`config.mk`:
```
export PLATFORM = sky130hd
export DESIGN_NAME = program_counter_flat
export DESIGN_NICKNAME = d
export VERILOG_FILES = /design/src/rtl/program_counter_if.sv /design/src/rtl/program_counter.sv /design/src/flat_wrapper.sv
export SDC_FILE = /design/constraint.sdc
export NUM_CORES = 1
export LEC_CHECK = 0
export CELL_PAD_IN_SITES_DETAIL_PLACEMENT = 1
export CELL_PAD_IN_SITES_GLOBAL_PLACEMENT = 1
export CORE_MARGIN = 4
export CORE_UTILIZATION = 29
export CTS_CLUSTER_SIZE = 20
export DETAILED_ROUTE_END_ITERATION = 7
export PLACE_DENSITY = 0.75
export SLEW_MARGIN = 30
export SYNTH_ARGS = -nofsm -noshare
export SYNTH_HDL_FRONTEND = slang
export SYNTH_SLANG_ARGS = --single-unit
```
`constraint.sdc`:
```
create_clock -name clk -period 1.2 [get_ports clk]
set_clock_uncertainty 0.1 [all_clocks]
set_input_delay 0.18 -clock clk [delete_from_list [all_inputs] [get_ports clk]]
set_output_delay 0.18 -clock clk [all_outputs]
set_load 0.03 [all_outputs]
```
`src/rtl/program_counter_if.sv`:
```
// program_counter_if: fetch-control bus between the sequencer and the program counter
interface program_counter_if #(
  parameter int WIDTH = 5
);
  logic             sel;
  logic             ld;
  logic             inc;
  logic [WIDTH-1:0] jmp;
  logic [WIDTH-1:0] out;
  modport master (output sel, ld, inc, jmp, input out);
  modport slave  (input sel, ld, inc, jmp, output out);
endinterface

```
`src/rtl/program_counter.sv`:
```
// program_counter: staged PC where inc/ld prepare the next address and sel commits it
module program_counter #(
  parameter int               WIDTH      = 5,
  parameter logic [WIDTH-1:0] RESET_ADDR = '0
) (
  input logic              clk,
  input logic              rst,
  program_counter_if.slave bus
);
  logic [WIDTH-1:0] r_pending;
  logic [WIDTH-1:0] r_out;
  logic [WIDTH-1:0] w_pending_nxt;
  // jump target beats increment; increment always rebuilds from the visible PC so repeats do not accumulate
  always_comb w_pending_nxt = bus.ld ? bus.jmp : bus.inc ? r_out + WIDTH'(1) : r_pending;
  // commit copies the pre-edge staged value, so a same-edge ld/inc only shows up at a later sel
  always_ff @(posedge clk or posedge rst)
    if (rst) begin
      r_pending <= RESET_ADDR;
      r_out     <= RESET_ADDR;
    end else begin
      r_pending <= w_pending_nxt;
      if (bus.sel) r_out <= r_pending;
    end
  assign bus.out = r_out;
endmodule

```
`src/flat_wrapper.sv`:
```
// flat-port wrapper written by rule: the top's interface ports become plain ports
module program_counter_flat 
#(
  parameter int               WIDTH      = 5,
  parameter logic [WIDTH-1:0] RESET_ADDR = '0
)
  (clk, rst, bus_sel, bus_ld, bus_inc, bus_jmp, bus_out);
  program_counter_if #(.WIDTH(WIDTH)) bus_i ();
  input logic clk;
  input logic rst;
  input wire logic [$bits(bus_i.sel)-1:0] bus_sel;
  input wire logic [$bits(bus_i.ld)-1:0] bus_ld;
  input wire logic [$bits(bus_i.inc)-1:0] bus_inc;
  input wire logic [$bits(bus_i.jmp)-1:0] bus_jmp;
  output wire logic [$bits(bus_i.out)-1:0] bus_out;
  assign bus_i.sel = bus_sel;
  assign bus_i.ld = bus_ld;
  assign bus_i.inc = bus_inc;
  assign bus_i.jmp = bus_jmp;
  assign bus_out = bus_i.out;
  program_counter #(.WIDTH(WIDTH), .RESET_ADDR(RESET_ADDR)) u_core (.clk(clk), .rst(rst), .bus(bus_i));
endmodule
```
==> metrics.yaml <==
clock_tree:
  htreeDepth: 1
  cts_buffer_depth: 2
  cts.sink_count: 10
  cts_root_buffer: "clkbuf_4"
  clkTransAtPathRegs_ps: 80
  cts_tree: "yes"
  cts_buffers: 3
  clock_latency_ps: 270
  cts_hold_buf: 0
finish:
  drive_gt1_share_pct: 31.7
  final_cell_area_um2: 728
  diodes: 0
  syn_to_final_growth_pct: 53.6
  fin_nets: 75
worst_setup_path:
  r2r_setup_slack_ps: -30
  r2r_end: "u_core.r_pending[4]"
  worstRegToRegCells: 4
  critPathKind: "reg2out"
  critPathMaxFanout: 4
  endpoint_kind: "primary output"
  crit_required_ps: 920
  worstReg2RegStart: "u_core.bus.out[1]"
  critPathLaunchType: "flip-flop"
  cp_data_arrival_time_ps: 980
power:
  finalPower_mw: 1.04
  p_leak_nw: 0.320
  vdd_drop_max_mv: 0.628
  power.density_mw_per_mm2: 1430
synth:
  synth_ff_type: "dfrtp_1"
  ys_types: 16
  syn_area_per_cell_um2: 11.0
  synth-warning-count: 0
  syn_area_um2: 474
  synth_seq_area_share_pct: 52.8
  yosysTopAreaCell: "dfrtp_1"
  synth.top_cells.by_area: "dfrtp_1, mux2_1, mux2i_1, o21ai_1, a22o_1"
  yosysMostFrequentCell: "dfrtp_1"
  netlist_instances: 43
  ys_seq_elements: 10
  synthDominantCellAreaShare_pct: 52.8
  synthTopCellsByCount: "dfrtp_1, o21ai_1, nand2_1, nor2_1"
  synthArstFlopShare_pct: 100
  syn_nets: 54
  synth_edf_count: 0
route:
  wl_um: 1210
  num_vias: 380
  wl_per_cell_um: 15.3
  viasPerCell: 4.81
  drtIter0Drc: 0
  drc: 0
  ant_nets: 0
  first_pass_iters: 1
timing:
  fin_crit_sh_pct: 105
  setup_slack_ps: -55.6
  tightest_slew_ps: 409
  hold_viol: 0
  fin_crit_ps: 1260
  slew_headroom_pct: 72.7
  fmax_mhz: 796
  slew_violations: 0
  setup_violations: 4
  rsz0062_at_grt: "true"
global_routing:
  grt_pass1_wl_um: 2010
  grt_overflow: 0
  grt_pass1_vias: 418
  grt_max_degree: 11
  grt_usage_pct: 11.1
  antenna_found_initial: 0
outcome:
  violations: "setup timing"
  status: "finished, violations left"
floorplan:
  row_count: 14
  die_height_um: 48.4
  start_util_pct: 31.1
  ios: 15
  dieArea_mm2: 0.00235
  core_area_mm2: 0.00152
  die_w_um: 48.4
place:
  postPlaceCellArea_um2: 649
  portBuffers: 14
  place_congestion: 0.711
min_path:
  hp-class: "in2async"
flow_run:
  drv_cap: 0
sequential cells by signal, summed over array words and instances (netlist names):
register,flops
u_core.r_pending,5
u_core.bus.out,5
kinds of logic (layout without fill, tap and decap cells):
family | Yosys count | count (layout) | share of synthesized area, %
mux | 7 | 7 | 15.8
compound gates | 10 | 10 | 12.7
flops | 10 | 10 | 52.8
xor+xnor | 1 | 1 | 1.85
simple gates | 10 | 10 | 10.0
buf+inv | 4 | 24 | 4.22
fa+ha+maj | 1 | 1 | 2.64
cell usage in the layout (no fill, tap or decap):
| cell type | Yosys | final |
|---|---|---|
| clkdlybuf4s50_1 | 0 | 9 |
| buf_6 | 0 | 7 |
| dfrtp_1 | 10 | 6 |
| nand2_1 | 4 | 4 |
| o21ai_1 | 5 | 4 |
| nor2_1 | 4 | 4 |
| dfrtp_2 | 0 | 4 |
| mux2_1 | 3 | 3 |
| mux2i_1 | 3 | 3 |
| clkbuf_4 | 0 | 3 |
| and4_1 | 2 | 2 |
| a22o_1 | 2 | 2 |
| inv_1 | 2 | 2 |
| buf_4 | 1 | 2 |
| xor2_1 | 1 | 1 |
| a31oi_4 | 0 | 1 |
| o21ai_2 | 0 | 1 |
| o21ai_0 | 1 | 1 |
| mux2_2 | 1 | 1 |
| a31oi_1 | 2 | 1 |
| ha_4 | 0 | 1 |
| clkbuf_1 | 0 | 1 |
layout make-up:
cell class              instances  area (um2)
fillers                       175         796
flip-flops and latches         10         255
multi-input cells              29         235
repair buffers                 18         184
clock buffers                   4        26.3
well taps                      16        20.0
inverters                       2        7.51
worst max-delay path: stages, from the launching register on:
cell and delay [ps]:
dfrtp_2 440, buf_6 140, buf_6 130
power by group:
group / switching, mW / total (mW) / internal (mW) / leakage (nW)
Clock: 0.122 / 0.250 / 0.128 / 0.0150
Sequential: 0.0661 / 0.458 / 0.392 / 0.116
Combinational: 0.155 / 0.335 / 0.180 / 0.189
Total: 0.343 / 1.04 / 0.701 / 0.320
through the flow:
step	setup slack, ps	util, %	cells	TNS (ps)	hold WS (ps)
after detailed placement	-237	42.6	74	-1810	388
final	-55.6	47.8	79	-154	90.8
after global placement	-217	42.6	74	-1610	360
after global routing	-92.4	47.8	79	-378	135
after CTS	-54.6	45.8	79	-161	110
after floorplan	-58.3	-	43	-70.9	-80.1
routing by layer:
layer	wire length [um]	up-vias	global-route usage [%]
li1	-	192	-
met2	638	8	17.4
met4	0	0	5.53
met1	507	180	13.5
met5	0	-	0
met3	60	0	3.37
worst max path at each step:
stage / startpoint / endpoint / slack [ps] / cells after the start
after CTS: u_core.bus.out[0] / bus_out[0] / -50 / 2
after floorplan: u_core.bus.out[1] / u_core.r_pending[4] / -60 / 4
after global placement: bus_sel / u_core.bus.out[3] / -220 / 2
after detailed placement: bus_sel / u_core.bus.out[2] / -240 / 2
final: u_core.bus.out[0] / bus_out[0] / -60 / 2
after global routing: u_core.bus.out[1] / bus_out[1] / -90 / 2
timing repair:
| action | CTS | global route |
|---|---|---|
| resized for setup | 4 | 6 |
| buffers inserted | 1 | 0 |
| hold endpoints to repair | 0 | 0 |
| pin swaps | 0 | 4 |
| cloned | 0 | 0 |
| endpoints found under the setup margin | 3 | 7 |
(Power assumes the default switching activity.)
